`config.mk`:
```
export PLATFORM = sky130hd
export DESIGN_NAME = writeback_stage
export DESIGN_NICKNAME = d
export VERILOG_FILES = /design/src/rtl/writeback_stage.sv
export SDC_FILE = /design/constraint.sdc
export NUM_CORES = 1
export LEC_CHECK = 0
export BUFFER_PORTS_ARGS = -buffer_cell sky130_fd_sc_hd__buf_4
export CAP_MARGIN = 10
export CORE_AREA = 2 2 67 117
export DETAILED_ROUTE_END_ITERATION = 10
export DIE_AREA = 0 0 69 119
export GPL_TIMING_DRIVEN = 0
export PLACE_DENSITY = 0.76
export SYNTH_ARGS = -nofsm -noshare
export SYNTH_HDL_FRONTEND = slang
export SYNTH_SLANG_ARGS = --single-unit
```
`constraint.sdc`:
```
create_clock -name clk -period 1.6 [get_ports clk]
set_input_delay 0.08 -clock clk [delete_from_list [all_inputs] [get_ports clk]]
set_output_delay 0.08 -clock clk [all_outputs]
set_load 0.02 [all_outputs]
```
`src/rtl/writeback_stage.sv`:
```
// Final pipeline stage: retires ALU results directly and completes loads once the
// data-memory response arrives, driving a registered single-cycle regfile write.
module writeback_stage #(
    parameter int XLEN         = 32,
    parameter int LOAD_TIMEOUT = 16
) (
    input  logic            clk,
    input  logic            rst,
    input  logic            mem_valid_i,
    output logic            mem_ready_o,
    input  logic [4:0]      mem_rd_i,
    input  logic            mem_rf_wr_en_i,
    input  logic            mem_is_load_i,
    input  logic [2:0]      mem_funct3_i,
    input  logic [1:0]      mem_addr_lo_i,
    input  logic [XLEN-1:0] mem_alu_res_i,
    input  logic            dmem_rvalid_i,
    input  logic [XLEN-1:0] dmem_rdata_i,
    output logic            wb_rf_wr_en_o,
    output logic [4:0]      wb_rd_o,
    output logic [XLEN-1:0] wb_rd_res_o,
    output logic            stall_o,
    output logic            timeout_err_o
);

    localparam int            CW        = $clog2(LOAD_TIMEOUT + 1);
    localparam logic [CW-1:0] CNT_LIMIT = CW'(LOAD_TIMEOUT);

    typedef enum logic [0:0] {
        ST_IDLE      = 1'b0,
        ST_WAIT_LOAD = 1'b1
    } state_t;

    state_t          state_q;
    logic [CW-1:0]   cnt_q;
    logic [CW-1:0]   cnt_d;
    logic [4:0]      ld_rd_q;
    logic            ld_wr_en_q;
    logic [2:0]      ld_funct3_q;
    logic [1:0]      ld_addr_lo_q;
    logic            wb_rf_wr_en_q;
    logic [4:0]      wb_rd_q;
    logic [XLEN-1:0] wb_rd_res_q;
    logic            timeout_err_q;
    logic            accept;
    logic [XLEN:0]   load_ext;

    // Returns {legal, value}; illegal funct3 yields {0, 0} so the write is suppressed.
    function automatic logic [XLEN:0] extract_load(
        input logic [2:0]      funct3,
        input logic [1:0]      addr_lo,
        input logic [XLEN-1:0] rdata
    );
        logic [7:0]    byte_v;
        logic [15:0]   half_v;
        logic [XLEN:0] res_v;
        byte_v = rdata[{addr_lo, 3'b000} +: 8];
        half_v = addr_lo[1] ? rdata[31:16] : rdata[15:0];
        case (funct3)
            3'b000:  res_v = {1'b1, {24{byte_v[7]}}, byte_v};
            3'b001:  res_v = {1'b1, {16{half_v[15]}}, half_v};
            3'b010:  res_v = {1'b1, rdata};
            3'b100:  res_v = {1'b1, 24'h000000, byte_v};
            3'b101:  res_v = {1'b1, 16'h0000, half_v};
            default: res_v = {1'b0, {XLEN{1'b0}}};
        endcase
        return res_v;
    endfunction

    assign mem_ready_o   = !rst && (state_q == ST_IDLE);
    assign stall_o       = !rst && (state_q == ST_WAIT_LOAD);
    assign accept        = mem_valid_i && mem_ready_o;
    assign cnt_d         = cnt_q + CW'(1);
    assign load_ext      = extract_load(ld_funct3_q, ld_addr_lo_q, dmem_rdata_i);
    assign wb_rf_wr_en_o = wb_rf_wr_en_q;
    assign wb_rd_o       = wb_rd_q;
    assign wb_rd_res_o   = wb_rd_res_q;
    assign timeout_err_o = timeout_err_q;

    // Stage FSM with registered regfile write port and sticky timeout flag.
    always_ff @(posedge clk) begin
        if (rst) begin
            state_q       <= ST_IDLE;
            cnt_q         <= '0;
            ld_rd_q       <= 5'd0;
            ld_wr_en_q    <= 1'b0;
            ld_funct3_q   <= 3'd0;
            ld_addr_lo_q  <= 2'd0;
            wb_rf_wr_en_q <= 1'b0;
            wb_rd_q       <= 5'd0;
            wb_rd_res_q   <= '0;
            timeout_err_q <= 1'b0;
        end else begin
            case (state_q)
                ST_IDLE: begin
                    if (accept && mem_is_load_i) begin
                        ld_rd_q       <= mem_rd_i;
                        ld_wr_en_q    <= mem_rf_wr_en_i;
                        ld_funct3_q   <= mem_funct3_i;
                        ld_addr_lo_q  <= mem_addr_lo_i;
                        cnt_q         <= '0;
                        wb_rf_wr_en_q <= 1'b0;
                        state_q       <= ST_WAIT_LOAD;
                    end else if (accept) begin
                        wb_rf_wr_en_q <= mem_rf_wr_en_i && (mem_rd_i != 5'd0);
                        wb_rd_q       <= mem_rd_i;
                        wb_rd_res_q   <= mem_alu_res_i;
                    end else begin
                        wb_rf_wr_en_q <= 1'b0;
                    end
                end
                ST_WAIT_LOAD: begin
                    // A response arriving on the final allowed cycle still completes the load.
                    if (dmem_rvalid_i) begin
                        wb_rf_wr_en_q <= load_ext[XLEN] && ld_wr_en_q && (ld_rd_q != 5'd0);
                        wb_rd_q       <= ld_rd_q;
                        wb_rd_res_q   <= load_ext[XLEN-1:0];
                        cnt_q         <= '0;
                        state_q       <= ST_IDLE;
                    end else if (cnt_d == CNT_LIMIT) begin
                        wb_rf_wr_en_q <= 1'b0;
                        timeout_err_q <= 1'b1;
                        cnt_q         <= '0;
                        state_q       <= ST_IDLE;
                    end else begin
                        wb_rf_wr_en_q <= 1'b0;
                        cnt_q         <= cnt_d;
                    end
                end
                default: begin
                    wb_rf_wr_en_q <= 1'b0;
                    cnt_q         <= '0;
                    state_q       <= ST_IDLE;
                end
            endcase
        end
    end

endmodule

```
# --- Word-level counts from Yosys, hierarchy flattened ---
# Index checks and enable logic that the tools add are counted.
word_totals:
  regBits: 56
  latch_bits: 0
  mem_bits_rw: 0
  mem_bits_ro: 0
  in_bits: 80
  out_inout_bits: 41
  word_cells: 59
  memories: 0
op_classes:
  n_addsub: 1
  mul: 0
  n_div: 0
  magnitude_cmp: 0
  n_eq_ne: 9
  n_shift: 1
  n_mux: 22
  bitwise_logic: 2
  reduce_logical: 14
op_table:
  columns: ["operator", "n"]
  rows:
  - ["33-bit case mux with 5 select lines", 1]
  - ["32-bit 2-to-1 mux", 3]
  - ["32-bit case mux with 2 select lines", 1]
  - ["32-bit by 6-bit indexed part select with 8-bit output", 1]
  - ["5-bit 2-to-1 mux", 6]
  - ["5-bit case mux with 2 select lines", 2]
  - ["16-bit 2-to-1 mux", 1]
  - ["5-bit nonzero test", 2]
  - ["1-bit logical AND", 7]
  - ["3-bit == test (second input constant)", 2]
  - ["1-bit 2-to-1 mux", 6]
  - ["2-bit inequality test (second input constant)", 3]
  - ["3-bit AND reduction", 2]
  - ["5-bit by 1-bit adder with 5-bit output (second input constant)", 1]
  - ["5-bit == test (second input constant)", 1]
  - ["1-bit case mux with 2 select lines", 2]
  - ["3-bit by 1-bit == test with 1-bit output (second input constant)", 1]
  - ["3-bit by 2-bit == test with 1-bit output (second input constant)", 1]
  - ["3-bit logical NOT", 1]
  - ["2-bit by 1-bit inequality test with 1-bit output (second input constant)", 1]
  - ["1-bit NOT", 2]
  - ["2-bit AND reduction", 1]
  - ["1-bit logical NOT", 1]

# --- Depth between registers and ports, before layout ---
logic_depth:
  depth_word: 6
  mapped_depth: 7
  mapped_depth_nobuf: 5

# --- Least setup slack after synthesis ---
# OpenSTA, ideal clock, no wires.
synth_path:
  path_kind: "register to register"
  startpoint: "reg state_q"
  endpoint: "reg cnt_q[4]"
  arrival_time_ns: 1.559
  t_required_ns: 1.469
  setup_slack_ns: -0.090
  stages_incl_launch_ff: 8
  n_path_buf: 3
  period_less_slack_ns: 1.690
  cell_sequence: "dfxtp_1 > buf_2 > buf_2 > nor2_1 > nand3_1 > buf_2 > nand4b_1 > o31ai_1"
synth_via:
  elab_chain_cells: 5
  word_cells_on_any_way: 6
synth_lines:
  columns: ["element", "line", "rtl"]
  rows:
  - ["start, declared", "34", "state_t state_q;"]
  - ["start signal, assigned", "83", "state_q <= ST_IDLE;"]
  - ["start signal, assigned", "103", "state_q <= ST_WAIT_LOAD;"]
  - ["start signal, assigned", "119", "state_q <= ST_IDLE;"]
  - ["1-bit NOT", null, null]
  - ["1-bit logical AND", "70", "assign mem_ready_o = !rst && (state_q == ST_IDLE);"]
  - ["net mem_ready_o", "10", "output logic mem_ready_o,"]
  - ["1-bit logical AND", "72", "assign accept = mem_valid_i && mem_ready_o;"]
  - ["1-bit logical AND", "96", "if (accept && mem_is_load_i) begin"]
  - ["2-bit by 1-bit inequality test with 1-bit output (no source line)", null, null]
  - ["end signal, assigned", "127", "cnt_q <= cnt_d;"]
  - ["end, declared", "35", "logic [CW-1:0] cnt_q;"]
# The timed path passes the listed nets, and every way through them passes these cells.
# A chain may end at the register's enable or synchronous reset.

# --- Worst setup path after layout ---
layout_path:
  startpoint: "reg ld_funct3_q[1]"
  endpoint: "reg wb_rd_res_q[15] (netlist: wb_rd_res_o[15])"
layout_via:
  elab_chain_cells: 4
  word_cells_on_any_way: 8
layout_lines:
  columns: ["element", "line", "rtl"]
  rows:
  - ["start, declared", "39", "logic [2:0] ld_funct3_q;"]
  - ["start signal, assigned", "99", "ld_funct3_q <= mem_funct3_i;"]
  - ["3-bit == test, or another cell as far along", "59", "case (funct3)"]
  - ["33-bit case mux with 5 select lines (*)", "59", null]
  - ["32-bit 2-to-1 mux (*)", "114", "if (dmem_rvalid_i) begin"]
  - ["32-bit case mux with 2 select lines (*)", "94", "case (state_q)"]
  - ["end signal, assigned", "107", "wb_rd_res_q <= mem_alu_res_i;"]
  - ["end signal, assigned", "117", "wb_rd_res_q <= load_ext[XLEN-1:0];"]
  - ["end, declared", "43", "logic [XLEN-1:0] wb_rd_res_q;"]
# Mark *: on every way between the ends. The rest lies on a longest branch, timed or not. The select of a mux whose other input is x is not followed.

==> flow_metrics.tcl <==
set metrics [dict create \
    total_power_mw 3.76 \
    power.internal_mw 2.65 \
    fin_util_pct 64.8 \
    ys_seq_area_share_pct 36.1 \
    multiInputGateArea_um2 2130 \
    fp.dieH_um 119 \
    grt_max_degree 19 \
    cts_tree "done" \
    routedWlPerCell_um 19.4 \
    clk_latency_ns 0.31 \
    ys.warnings.count 0 \
    slowest_stage "or3_4" \
    grt_busiest_layer "met2" \
    cts_root_buffer "clkbuf_16" \
    timing.final.ws_setup_ns -0.0788 \
    clock_path_buffers 2 \
    final_net_count 580 \
    arrival_ns 1.89 \
    skew_ns 0.00344 \
    power.share.clock_pct 34.4 \
    p_sw_share_pct 29.4 \
    p_leak_nw 1.80 \
    p_per_area_nw_per_um2 788 \
    synth-edff-count 0 \
    fmax_ghz 0.596 \
    synthTopCellsByArea "dfxtp_1, nor2_1, a211oi_1, a21oi_1, o2bb2ai_1" \
    finalCritPeriodShare_pct 105 \
    track_usage_pct 25.2 \
    setup_viol 12 \
    rows 42 \
    ys_async_sr_fraction_pct 0 \
    slew_headroom_pct 50.6 \
    crit_path_max_incr_delay_ns 0.39 \
    hold_violations 0 \
    drc_errors 0 \
    routed_wl_um 11400 \
    initial_utilization_pct 42.2 \
    peakVddDrop_mv 0.563 \
    synthTopCellsByCount "dfxtp_1, nor2_1, a21oi_1" \
    outcome "finished, violations left" \
    max_cap_viol_count 0 \
    synth_seq_cells 56 \
    drive_gt1_share_pct 47.2 \
    final_area_um2 4770 \
    cp-start-kind "register" \
    vias 3506 \
    seq_power_share_pct 40.2 \
    synthCells 364 \
    path_delay_family "compound AO/OA/AOI/OAI gates" \
    dpl.hpwl_um 8340 \
    antenna_found_initial 0 \
    hold_path_class "in -> reg" \
    fillCellCount 620 \
    violations "negative setup slack" \
    clk_pin_slew_ns 0.07 \
    slew_violations 0 \
    fin_tns_setup_ns -0.643 \
    cts_sinks 56 \
    syn-cell-area_um2 3100 \
    grt_pass1_vias 3389 \
    routed_via_density 5.96 \
    numPortBuffers 119 \
    synthFlopType "dfxtp_1" \
    cp_num_buf_inv 2 \
    coreArea_um2 7360 \
    met1_usage_pct 24.9 \
    syn_area_per_cell_um2 8.52 \
    die_x_um 69 \
    synth_cell_type_count 48 \
    area_delta_synth_final_pct 53.6 \
    cp-end-kind "register" \
    ant_nets 0 \
    rsz0062_at_grt "true" \
    switching_power_mw 1.10 \
    synth_nets 445 \
    dr.pass1.iters 5 \
    worstPathMaxFanout 8 \
    io_pins 121 \
    drt_iter0_markers 227 \
    yosys.area.top_type "dfxtp_1" \
    regArea_um2 1130 \
    path_class "reg -> reg" \
    combPwrFrac_pct 25.4 \
    htree_num_levels 2 \
    diodes 0 \
    yosys.area.top_type_share_pct 36.1 \
    cp_cell_sequence "buf_6 > or3_4 > o32ai_4 > buf_12 > a21oi_4 > a2111oi_4" \
    min_period_ns 1.68 \
    dieArea_um2 8210 \
    met2_usage_pct 47.4 \
    grt.overflow.total 0 \
    numCtsBuffers 5 \
    place.gp.congestion 0.964 \
    tightest_slew_ns 0.741 \
    critPathRequiredTime_ns 1.81 \
    synth_most_common_cell "dfxtp_1" \
    dpl_cell_area_um2 4110 \
    grt_first_pass_wirelength_um 16500 \
    use_met3_pct 3.64 \
]
-- cell type report --
class | instances | area share, %
Sequential cell | 56 | 23.7
Multi-Input combinational cell | 274 | 44.7
Tap cell | 88 | 2.31
Buffer | 30 | 4.52
Clock buffer | 5 | 2.63
Clock inverter | 3 | 0.971
Timing Repair Buffer | 129 | 21.0
Inverter | 3 | 0.236
-- repair_timing --
item	in CTS	in global routing
pin swaps	7	24
cloned	0	1
gates resized for setup	40	68
endpoints found under the setup margin	54	50
hold buffers	0	0
setup buffers	1	8
-- logic make-up after synthesis --
family	after synthesis	share of synthesized area, %
AOI/OAI and AO/OA	144	35.2
and+or+nand+nor	113	17.5
DFF	56	36.1
buffers and inverters	34	5.32
muxes	16	5.44
adders and majority gates	1	0.403
-- per-layer routing --
layer  part of all wire [%]  wire, um
met5                      0         0
met4                    6.2       705
met3                    5.2       597
met2                     55      6280
met1                     33      3800
-- cells in the final DEF, fill, tap and decap left out, types with 4 or more instances in the layout --
cell type	synthesis	layout
buf_4	1	130
dfxtp_1	56	52
nor2_1	49	43
a21oi_1	31	31
nand2_1	24	24
o2bb2ai_1	17	16
a211oi_2	1	15
nor2b_1	12	12
o21ai_2	0	12
nand3_1	10	8
a21boi_0	8	8
o22ai_1	8	8
a221oi_1	7	7
a2111oi_2	8	7
mux2_2	7	7
a222oi_1	7	7
buf_6	2	6
buf_2	15	6
mux2i_1	9	6
a211oi_1	21	6
clkbuf_4	0	5
clkbuf_1	12	5
o21ai_0	13	5
clkbuf_16	0	5
nor2_2	0	4
o21ai_4	0	4
-- power by group through the flow --
| stage | Combinational (mW) | Clock [mW] | Sequential [mW] |
|---|---|---|---|
| 3_5_place_dp | 0.780 | 0 | 1.54 |
| 6_report | 0.952 | 1.29 | 1.51 |
| 3_3_place_gp | 0.766 | 0 | 1.54 |
| 5_1_grt | 1.01 | 1.35 | 1.52 |
| 4_1_cts | 0.822 | 1.30 | 1.51 |
| 2_1_floorplan | 0.348 | 0 | 1.60 |
-- state kept, by name (all words and copies together), names as in the netlist --
name           count
cnt_q              5
wb_rf_wr_en_o      1
wb_rd_o            5
ld_wr_en_q         1
ld_addr_lo_q       2
wb_rd_res_o       32
ld_rd_q            5
state_q            1
ld_funct3_q        3
timeout_err_o      1
-- through the flow --
| step | hold WS (ns) | setup WS (ns) | instances |
|---|---|---|---|
| after floorplan | 0.216 | 0.0100 | 364 |
| after global placement | 0.332 | -0.247 | 571 |
| after detailed placement | 0.338 | -0.335 | 571 |
| after CTS | 0.0169 | -0.0741 | 579 |
| after global routing | 0.0209 | -0.170 | 588 |
| final | 0.00819 | -0.0788 | 588 |
-- worst paths after layout --
| check | from | endpoint | slack (ns) | cells past startpoint |
|---|---|---|---|---|
| worst max-delay path | ld_funct3_q[1]$_SDFFE_PP0N_ | wb_rd_res_o[15]$_SDFFE_PP0P_ | -0.08 | 6 |
| worst min-delay path | mem_funct3_i[1] | ld_funct3_q[1]$_SDFFE_PP0N_ | 0.008 | 3 |
| worst max register to register | ld_funct3_q[1]$_SDFFE_PP0N_ | wb_rd_res_o[15]$_SDFFE_PP0P_ | -0.08 | 6 |
| worst min register to register | ld_wr_en_q$_SDFFE_PP0N_ | ld_wr_en_q$_SDFFE_PP0N_ | 0.47 | 2 |
-- tightest hold or removal path: cells and delay by family --
kind | cells | cell delay, ns
compound gates | 1 | 0.05
simple gates | 1 | 0.04
buf+inv | 1 | 0.11
(Power assumes the default switching activity.)
